===== config.mk =====
export PLATFORM = sky130hd
export DESIGN_NAME = ysyx_22041071_mem_arbiter
export DESIGN_NICKNAME = d
export VERILOG_FILES = /design/src/rtl/ysyx_22041071_mem_arbiter.sv
export SDC_FILE = /design/constraint.sdc
export NUM_CORES = 1
export LEC_CHECK = 0
export ABC_AREA = 1
export CAP_MARGIN = 10
export CORE_AREA = 2 2 256 258
export CTS_CLUSTER_DIAMETER = 100
export DETAILED_ROUTE_END_ITERATION = 10
export DIE_AREA = 0 0 258 260
export HOLD_SLACK_MARGIN = 0.02
export PLACE_DENSITY = 0.58
export SYNTH_ARGS = -nofsm -noshare
export SYNTH_HDL_FRONTEND = slang
export SYNTH_SLANG_ARGS = --single-unit

===== constraint.sdc =====
create_clock -name clk -period 5 [get_ports clk]
set_input_delay 1 -clock clk [delete_from_list [all_inputs] [get_ports clk]]
set_output_delay 1 -clock clk [all_outputs]
set_load 0.01 [all_outputs]

===== src/rtl/ysyx_22041071_mem_arbiter.sv =====
// ---------------------------------------------------------------------------
// ysyx_22041071_mem_arbiter
//
// Shares one single-ported doubleword memory between the instruction fetch
// port (IF) and the load/store data port (D). Exactly one transaction is in
// flight at a time and moves through IDLE -> ACCESS -> RESP.
//
// Handshakes: a transfer happens on a rising clk edge where valid && ready
// are both high. A requester holds valid (and its payload) until it sees
// ready. Request readies are driven combinationally in IDLE, and only the
// winner's ready is high. Response valid/data stay stable until the consumer
// raises ready.
//
// Ports
//   clk, reset        clock; synchronous active-high reset
//   if_req_*          fetch request (valid/ready/addr)
//   if_flush          fetch redirect, cancels the fetch transaction
//   if_rsp_*          fetch response (valid/ready/data)
//   d_req_*           data request (valid/ready/wen/addr/wdata/wmask)
//   d_rsp_*           data response (valid/ready/data; 0 for stores)
//   mem_*             memory port; mem_rdata valid the cycle after mem_en
//   dbg_state_o       current FSM state
//   dbg_starve_cnt_o  consecutive data grants while fetch waited
//   dbg_owner_o       owner of the current transaction (0 = IF, 1 = D)
// ---------------------------------------------------------------------------
module ysyx_22041071_mem_arbiter #(
  parameter logic [63:0] START_ADDR = 64'h8000_0000,
  parameter int unsigned STARVE_MAX = 3
) (
  input  logic        clk,
  input  logic        reset,
  // fetch port
  input  logic        if_req_valid,
  output logic        if_req_ready,
  input  logic [63:0] if_req_addr,
  input  logic        if_flush,
  output logic        if_rsp_valid,
  input  logic        if_rsp_ready,
  output logic [63:0] if_rsp_data,
  // data port
  input  logic        d_req_valid,
  output logic        d_req_ready,
  input  logic        d_req_wen,
  input  logic [63:0] d_req_addr,
  input  logic [63:0] d_req_wdata,
  input  logic [7:0]  d_req_wmask,
  output logic        d_rsp_valid,
  input  logic        d_rsp_ready,
  output logic [63:0] d_rsp_data,
  // memory port
  output logic        mem_en,
  output logic        mem_wen,
  output logic [63:0] mem_ridx,
  output logic [63:0] mem_widx,
  output logic [63:0] mem_wdata,
  output logic [63:0] mem_wmask,
  input  logic [63:0] mem_rdata,
  // debug
  output logic [1:0]  dbg_state_o,
  output logic [1:0]  dbg_starve_cnt_o,
  output logic        dbg_owner_o
);

  typedef enum logic [1:0] {
    S_IDLE   = 2'd0,
    S_ACCESS = 2'd1,
    S_RESP   = 2'd2
  } state_t;

  localparam logic OWN_IF = 1'b0;
  localparam logic OWN_D  = 1'b1;
  // starve counter is two bits wide, so the limit is taken modulo 4
  localparam logic [1:0] STARVE_LIM = 2'(STARVE_MAX);

  state_t      state_q;
  logic        owner_q;
  logic [1:0]  starve_q;
  logic        wen_q;
  logic [63:0] addr_q;
  logic [63:0] wdata_q;
  logic [7:0]  wmask_q;
  logic        if_rsp_valid_q;
  logic        d_rsp_valid_q;
  logic [63:0] if_rsp_data_q;
  logic [63:0] d_rsp_data_q;
  logic        first_q;   // high during the first RESP cycle only

  logic        fetch_ok;
  logic        grant_if;
  logic        grant_d;
  logic        mem_active;
  logic [63:0] resp_rdata;
  logic [63:0] wmask_bits;

  // -------------------------------------------------------------------------
  // Arbitration: data wins by default; fetch wins once the data side has
  // been granted STARVE_MAX times in a row while fetch was waiting. A flush
  // blocks the fetch request but leaves the data side free to win.
  // -------------------------------------------------------------------------
  always_comb begin
    fetch_ok = if_req_valid && !if_flush;
    grant_if = 1'b0;
    grant_d  = 1'b0;
    if (state_q == S_IDLE && !reset) begin
      if (fetch_ok && starve_q == STARVE_LIM) begin
        grant_if = 1'b1;
      end else if (d_req_valid) begin
        grant_d = 1'b1;
      end else if (fetch_ok) begin
        grant_if = 1'b1;
      end
    end
  end

  assign if_req_ready = grant_if;
  assign d_req_ready  = grant_d;

  // -------------------------------------------------------------------------
  // Memory port: only driven during the single ACCESS cycle.
  // -------------------------------------------------------------------------
  always_comb begin
    wmask_bits = '0;
    for (int i = 0; i < 8; i++) begin
      wmask_bits[8*i +: 8] = {8{wmask_q[i]}};
    end
  end

  assign mem_active = (state_q == S_ACCESS);
  assign mem_en     = mem_active;
  assign mem_wen    = mem_active & wen_q;
  assign mem_ridx   = mem_active ? ((addr_q - START_ADDR) >> 3) : 64'd0;
  assign mem_widx   = mem_ridx;
  assign mem_wdata  = mem_active ? wdata_q : 64'd0;
  assign mem_wmask  = mem_active ? wmask_bits : 64'd0;

  // -------------------------------------------------------------------------
  // Response data. mem_rdata only becomes valid in the first RESP cycle, so
  // that cycle forwards it directly while it is captured; afterwards the
  // captured copy is presented, keeping the data stable across stalls.
  // -------------------------------------------------------------------------
  assign resp_rdata  = wen_q ? 64'd0 : mem_rdata;
  assign if_rsp_data = (first_q && owner_q == OWN_IF) ? resp_rdata : if_rsp_data_q;
  assign d_rsp_data  = (first_q && owner_q == OWN_D)  ? resp_rdata : d_rsp_data_q;
  assign if_rsp_valid = if_rsp_valid_q;
  assign d_rsp_valid  = d_rsp_valid_q;

  assign dbg_state_o      = state_q;
  assign dbg_starve_cnt_o = starve_q;
  assign dbg_owner_o      = owner_q;

  // -------------------------------------------------------------------------
  // Transaction FSM
  // -------------------------------------------------------------------------
  always_ff @(posedge clk) begin
    if (reset) begin
      state_q        <= S_IDLE;
      owner_q        <= OWN_IF;
      starve_q       <= 2'd0;
      wen_q          <= 1'b0;
      addr_q         <= START_ADDR;
      wdata_q        <= 64'd0;
      wmask_q        <= 8'd0;
      if_rsp_valid_q <= 1'b0;
      d_rsp_valid_q  <= 1'b0;
      if_rsp_data_q  <= 64'd0;
      d_rsp_data_q   <= 64'd0;
      first_q        <= 1'b0;
    end else begin
      first_q <= 1'b0;
      case (state_q)
        S_IDLE: begin
          if (grant_if) begin
            owner_q  <= OWN_IF;
            addr_q   <= if_req_addr;
            wen_q    <= 1'b0;
            wdata_q  <= 64'd0;
            wmask_q  <= 8'd0;
            starve_q <= 2'd0;
            state_q  <= S_ACCESS;
          end else if (grant_d) begin
            owner_q <= OWN_D;
            addr_q  <= d_req_addr;
            wen_q   <= d_req_wen;
            wdata_q <= d_req_wdata;
            wmask_q <= d_req_wmask;
            state_q <= S_ACCESS;
            if (!if_req_valid) begin
              starve_q <= 2'd0;
            end else if (starve_q != STARVE_LIM) begin
              starve_q <= starve_q + 2'd1;
            end
          end else if (!if_req_valid) begin
            starve_q <= 2'd0;
          end
        end

        S_ACCESS: begin
          // a flushed fetch still completes its memory cycle but never responds
          if (owner_q == OWN_IF && if_flush) begin
            state_q <= S_IDLE;
          end else begin
            state_q <= S_RESP;
            first_q <= 1'b1;
            if (owner_q == OWN_IF) begin
              if_rsp_valid_q <= 1'b1;
            end else begin
              d_rsp_valid_q <= 1'b1;
            end
          end
        end

        S_RESP: begin
          if (first_q) begin
            if (owner_q == OWN_IF) begin
              if_rsp_data_q <= resp_rdata;
            end else begin
              d_rsp_data_q <= resp_rdata;
            end
          end
          if (owner_q == OWN_IF) begin
            if (if_rsp_ready || if_flush) begin
              if_rsp_valid_q <= 1'b0;
              state_q        <= S_IDLE;
            end
          end else if (d_rsp_ready) begin
            d_rsp_valid_q <= 1'b0;
            state_q       <= S_IDLE;
          end
        end

        default: begin
          state_q <= S_IDLE;
        end
      endcase
    end
  end

endmodule

==> results.py, run 1 <==
metrics = {
    "status": {
        "outcome": "finished, final reports clean",
    },
    "floorplan": {
        "fp-row-count": 93,
        "coreArea_um2": 64100,
        "fp.dieW_um": 258,
        "die_y_um": 260,
        "die_area_um2": 67100,
        "ioPinCount": 667,
        "start_util_pct": 22.0,
    },
    "timing": {
        "setup_violations": 0,
        "period_needed_ns": 4.09,
        "fin_worst_skew_ns": 0.0180,
        "slew_viol_final": 0,
        "grt_setup_unrepaired": "no",
        "tightest_slew_ns": 1.02,
        "timing.fmax_mhz": 244,
        "hold_violations": 0,
        "relSlewSlack_pct": 32.1,
        "fin_tns_setup_ns": 0,
        "whs_ns": 0.460,
        "fin_crit_sh_pct": 81.8,
        "fin_ws_ns": 0.908,
    },
    "final_layout": {
        "final_area_um2": 21500,
        "drive_gt1_share_pct": 5.85,
        "area_growth_pct": 52.1,
        "nets": 2821,
    },
    "place": {
        "gp_congestion": 0.916,
        "hpwl_um": 39300,
        "portBuffers": 654,
        "placed_cell_area_um2": 20300,
        "dp_slack_ns": 1.33,
    },
    "route": {
        "routed_wirelength_um": 55500,
        "routedWlPerCell_um": 16.2,
        "vias": 14800,
        "antenna_left": 0,
        "drt_iter0_markers": 974,
        "drc": 0,
        "via_per_inst": 4.33,
        "first_pass_iters": 5,
    },
    "synthesis": {
        "synth-edff-count": 0,
        "yosys-top-cells-count": "nand2_1, o21ai_0, dfxtp_1",
        "synthCells": 2095,
        "synth_area_um2": 14100,
        "yosys-top-cells-area": "dfxtp_1, nand2_1, o21ai_0",
        "syn_area_per_cell_um2": 6.74,
        "synth_cell_types": 34,
        "yosysSeqAreaShare_pct": 38.3,
        "synth_area_leader_cell": "dfxtp_1",
        "synth_most_common_cell": "nand2_1",
        "yosysWarnings": 0,
        "synthArstFlopShare_pct": 0,
        "synth-main-ff-cell": "dfxtp_1",
        "yosys_register_bits": 270,
        "yosys.area.top_type_share_pct": 38.3,
    },
    "global_route": {
        "grt_max_degree": 121,
        "grtUsageTotal_pct": 15.7,
        "grt_pass1_wl_um": 82900,
        "antenna_found_initial": 5,
        "grt_pass1_vias": 13800,
        "grt_overflow": 0,
    },
    "run": {
        "max_cap_violations": 0,
    },
    "pwr": {
        "powerDensity_nw_per_um2": 352,
        "irDropWorstVdd_uv": 300,
        "leakage_nw": 8.46,
    },
    "setup_path": {
        "r2r-start": "dbg_owner_o",
        "max_stage_delay_ns": 0.63,
        "worst-setup-path-type": "flip-flop to primary output",
        "cp_max_fo": 6,
        "slowest_stage": "clkdlybuf4s50_1",
        "critPathCaptureType": "primary output",
        "critPathLaunchType": "flip-flop",
        "cp_cell_sequence": "inv_1, ha_1, nand2_1, nor2_1, nand2_1, o21bai_1, nand2_1, nor2_1, clkdlybuf4s50_1",
        "critical_path_required_ns": 4.00,
        "worstSetupStartpoint": "addr_q[31]",
        "critPathArrivalTime_ns": 3.09,
        "cp_common_cell": "nand2_1",
    },
    "clocking": {
        "cts_resized": 0,
        "cts_htree_levels": 2,
        "post_cts_buffers": 0,
        "clkTransAtPathRegs_ns": 0.06,
        "clock_path_buffers": 3,
        "worst_skew_pair.late_latency_ns": 0.54,
        "clkSinkCount": 270,
        "holdBufCountCts": 0,
        "cts-buffers-inserted": 36,
        "cts_root_buf": "clkbuf_16",
        "tritoncts": "yes",
    },
    "hold_path": {
        "hold_path.startpoint": "wdata_q[40]",
        "min_path_type": "flip-flop to flip-flop",
    },
}
==> report_power, final <==
group | internal (W) | switching [W]
Sequential | 0.00237 | 0.000183
Combinational | 0.00105 | 0.00143
Clock | 0.00151 | 0.00100
Total | 0.00493 | 0.00262
==> final cells by class <==
| class | instances | area [um2] |
|---|---|---|
| flip-flops and latches | 270 | 5410 |
| multi-input cells | 1420 | 6570 |
| well taps | 855 | 1070 |
| repair buffers | 675 | 6750 |
| clock inverters | 7 | 82.6 |
| clock buffers | 53 | 1050 |
| fillers | 6905 | 42600 |
| diodes | 2 | 5.00 |
| inverters | 140 | 532 |
==> worst max-delay path, delay by kind of cell, from the launching register on <==
| kind | cells | cell delay (ns) |
|---|---|---|
| AOI/OAI and AO/OA | 1 | 0.19 |
| adders and majority gates | 1 | 0.19 |
| buffers and inverters | 2 | 0.71 |
| DFF | 1 | 0.33 |
| and+or+nand+nor | 5 | 1.15 |
==> layer usage <==
layer  part of all wire, %  global-route usage [%]  wire (um)  up-vias
met5                 0.072                       0         40        -
met4                   3.0                    5.27       1640        6
met3                   8.4                    4.93       4670       93
met2                    47                    26.1      26100      502
met1                    42                    19.1      23100     6690
li1                      -                       -          -     7540
==> stage by stage <==
step           std cells  utilization (%)  total power (W)
2_1_floorplan       2100                -          0.00404
3_3_place_gp        3360             31.7          0.00510
3_5_place_dp        3360             31.7          0.00510
4_1_cts             3420             33.5          0.00769
5_1_grt             3421             33.5          0.00802
6_report            3422             33.5          0.00755
==> path summary, 6_finish.rpt <==
check | end | slack, ns | cells after the start
worst max register to register | if_rsp_data_q[18] | 1.93 | 6
worst min-delay path | wdata_q[40] | 0.46 | 2
worst min register to register | wdata_q[40] | 0.46 | 2
worst max-delay path | mem_widx[54] | 0.91 | 9
==> layout by cell type, fill, tap and decap left out, types with 8 or more instances in the layout <==
| cell type | n |
|---|---|
| clkbuf_1 | 8 |
| clkbuf_16 | 36 |
| buf_4 | 18 |
| a21oi_2 | 30 |
| nand2_2 | 32 |
| nor3_1 | 122 |
| inv_1 | 132 |
| clkdlybuf4s50_1 | 653 |
| nand3_1 | 16 |
| nand2_1 | 503 |
| nor2_1 | 164 |
| dfxtp_1 | 270 |
| clkbuf_8 | 9 |
| a21oi_1 | 186 |
| o21ai_0 | 325 |
==> cell families (layout without fill, tap and decap cells) <==
group	Yosys count	count (layout)	synth area share (%)
compound gates	551	551	20.5
fa+ha+maj	6	6	0.532
xor+xnor	7	7	0.434
simple gates	850	850	24.6
flops	270	270	38.3
other cells	1	8	0.0266
buf+inv	410	875	15.6
==> state kept, by name (all words and copies together), names as in the netlist <==
name / cells
d_rsp_data_q: 64
first_q: 1
dbg_owner_o: 1
dbg_starve_cnt_o: 2
if_rsp_data_q: 64
d_rsp_valid: 1
addr_q: 61
wen_q: 1
if_rsp_valid: 1
wdata_q: 64
wmask_q: 8
dbg_state_o: 2
No activity file was read; power rests on OpenSTA's default activity.
==> run 2: changes to the inputs <==
Settings changed: CORE_AREA 2 2 256 258 to 2 2 262 264, DIE_AREA 0 0 258 260 to 0 0 264 266.
Clock period 5 ns to 3.4 ns, I/O delays scaled along.
==> results.py, run 2 (synthesis gave the netlist of run 1 again) <==
metrics = {
    "timing": {
        "whs_ns": 0.457,
        "grt_setup_unrepaired": "yes",
        "fin_worst_skew_ns": 0.00918,
        "tightest_slew_ns": 1.25,
        "fin_tns_setup_ns": 0,
        "period_needed_ns": 3.28,
        "slew_viol_final": 0,
        "timing.fmax_mhz": 304,
        "relSlewSlack_pct": 16.8,
        "hold_violations": 0,
        "fin_crit_sh_pct": 96.6,
        "setup_violations": 0,
    },
    "place": {
        "dp_cells": 3404,
        "gp_congestion": 0.917,
        "placed_cell_area_um2": 20600,
        "portBuffers": 654,
        "hpwl_um": 39700,
    },
    "route": {
        "drt_iter0_markers": 788,
        "drc": 0,
        "routedWlPerCell_um": 16.2,
        "vias": 15100,
        "via_per_inst": 4.33,
        "first_pass_iters": 5,
        "routed_wirelength_um": 56500,
        "antenna_left": 0,
    },
    "setup_path": {
        "worst-setup-path-type": "flip-flop to primary output",
        "critical_path_required_ns": 2.72,
        "critPathCaptureType": "primary output",
        "cp_max_fo": 10,
        "critPathLaunchType": "flip-flop",
        "critPathArrivalTime_ns": 2.60,
    },
    "final_layout": {
        "layout_commonest_cell": "clkdlybuf4s50_1",
        "reg.largest.list": "d_rsp_data_q x64, if_rsp_data_q x64, wdata_q x64",
        "mostFrequentLayoutCells": "clkdlybuf4s50_1, nand2_1, o21ai_0",
        "antenna_cells": 0,
        "n_fill_cell": 7345,
        "regArea_um2": 5410,
        "area_growth_pct": 55.6,
        "final_area_um2": 22000,
        "final_cells": 3476,
        "multi_input_area_um2": 6680,
        "nets": 2845,
        "drive_gt1_share_pct": 8.13,
    },
    "global_route": {
        "grtUsageTotal_pct": 15.0,
        "grt_pass1_vias": 13900,
        "antenna_found_initial": 3,
        "grt_max_degree": 195,
        "grt_overflow": 0,
        "grt_pass1_wl_um": 83400,
    },
    "clocking": {
        "clkTransAtPathRegs_ns": 0.06,
        "holdBufCountCts": 0,
        "cts_root_buf": "clkbuf_16",
        "cts_htree_levels": 2,
        "clkSinkCount": 270,
        "cts-buffers-inserted": 36,
        "tritoncts": "yes",
        "clock_path_buffers": 3,
        "worst_skew_pair.late_latency_ns": 0.53,
    },
    "hold_path": {
        "min_path_type": "flip-flop to flip-flop",
    },
    "run": {
        "max_cap_violations": 0,
    },
    "pwr": {
        "powerDensity_nw_per_um2": 517,
        "power.internal_w": 0.00735,
        "leakage_nw": 8.79,
        "netSwitchingFraction_pct": 35.3,
        "irDropWorstVdd_uv": 280,
        "combPwrFrac_pct": 34.5,
        "p_clk_share_pct": 32.4,
        "p_sw_w": 0.00401,
        "p_seq_share_pct": 33.0,
    },
    "floorplan": {
        "start_util_pct": 20.8,
        "fp-row-count": 96,
        "die_y_um": 266,
        "ioPinCount": 667,
        "coreArea_um2": 67700,
        "die_area_um2": 70200,
        "fp.dieW_um": 264,
    },
    "status": {
        "outcome": "finished, final reports clean",
    },
}
==> run 2: cell count changes in the layout (fill, tap and decap cells not counted), sizes merged <==
cell           previous run  this run
diode                     2         0
clkinvlp                  0         3
dlymetal6s2s              0         9
clkinv                    6         9
bufinv                    1         0
buf                      22        45
clkbuf                   53        54
dlygate4sd2               0         1
clkdlybuf4s50           653       643
==> run 2: layout make-up <==
cell class | count | area share, %
clock buffer | 53 | 4.81
clock inverter | 12 | 0.359
inverter | 140 | 2.46
multi-input combinational | 1420 | 30.4
sequential | 270 | 24.6
tap | 882 | 5.03
timing repair buffer | 699 | 32.3
==> run 2: worst max-delay path: stages (launching register included) <==
cell and delay, ns:
dfxtp_1 0.34, inv_1 0.14, ha_4 0.27, buf_4 0.22, o21ai_0 0.10, a21oi_1 0.36
clkdlybuf4s50_1 0.63
==> run 2: worst paths after layout <==
path | slack, ns | end | depth (start not counted) | startpoint
setup / recovery | 0.12 | mem_widx[31] | 6 | dbg_state_o[1]
hold / removal | 0.46 | wdata_q[45] | 2 | wdata_q[45]
setup reg to reg | 1.02 | dbg_state_o[1] | 9 | dbg_state_o[0]
hold reg to reg | 0.46 | wdata_q[45] | 2 | wdata_q[45]
==> run 2: repair_timing <==
action | 4_1_cts | 5_1_grt
pin swaps | 1 | 4
setup buffers | 0 | 6
gates cloned | 0 | 1
setup endpoints to repair | 70 | 99
gates resized for setup | 21 | 33
==> run 2: through the flow <==
stage | utilization [%] | setup slack, ns | total power (W)
after detailed placement | 30.4 | 0.211 | 0.00760
after global routing | 32.4 | -0.0215 | 0.0120
after floorplan | - | 0.883 | 0.00594
final | 32.4 | 0.116 | 0.0114
after CTS | 32.2 | -0.0176 | 0.0114
after global placement | 30.4 | 0.194 | 0.00760
==> run 2: power groups by stage <==
stage	Combinational [W]	Sequential [W]	Clock (W)
floorplan	0.00220	0.00374	0
global placement	0.00379	0.00381	0
detailed placement	0.00379	0.00381	0
CTS	0.00385	0.00374	0.00383
global route	0.00431	0.00379	0.00394
finish	0.00392	0.00375	0.00368
==> run 2: per-layer routing <==
layer / share of wire, % / track usage (%) / wire length [um] / vias up
li1: - / - / - / 7589
met1: 42 / 18.2 / 23700 / 6887
met2: 47 / 25.5 / 26700 / 494
met3: 7.6 / 4.33 / 4270 / 85
met4: 3.0 / 5.16 / 1690 / 6
met5: 0.058 / 0 / 33 / -
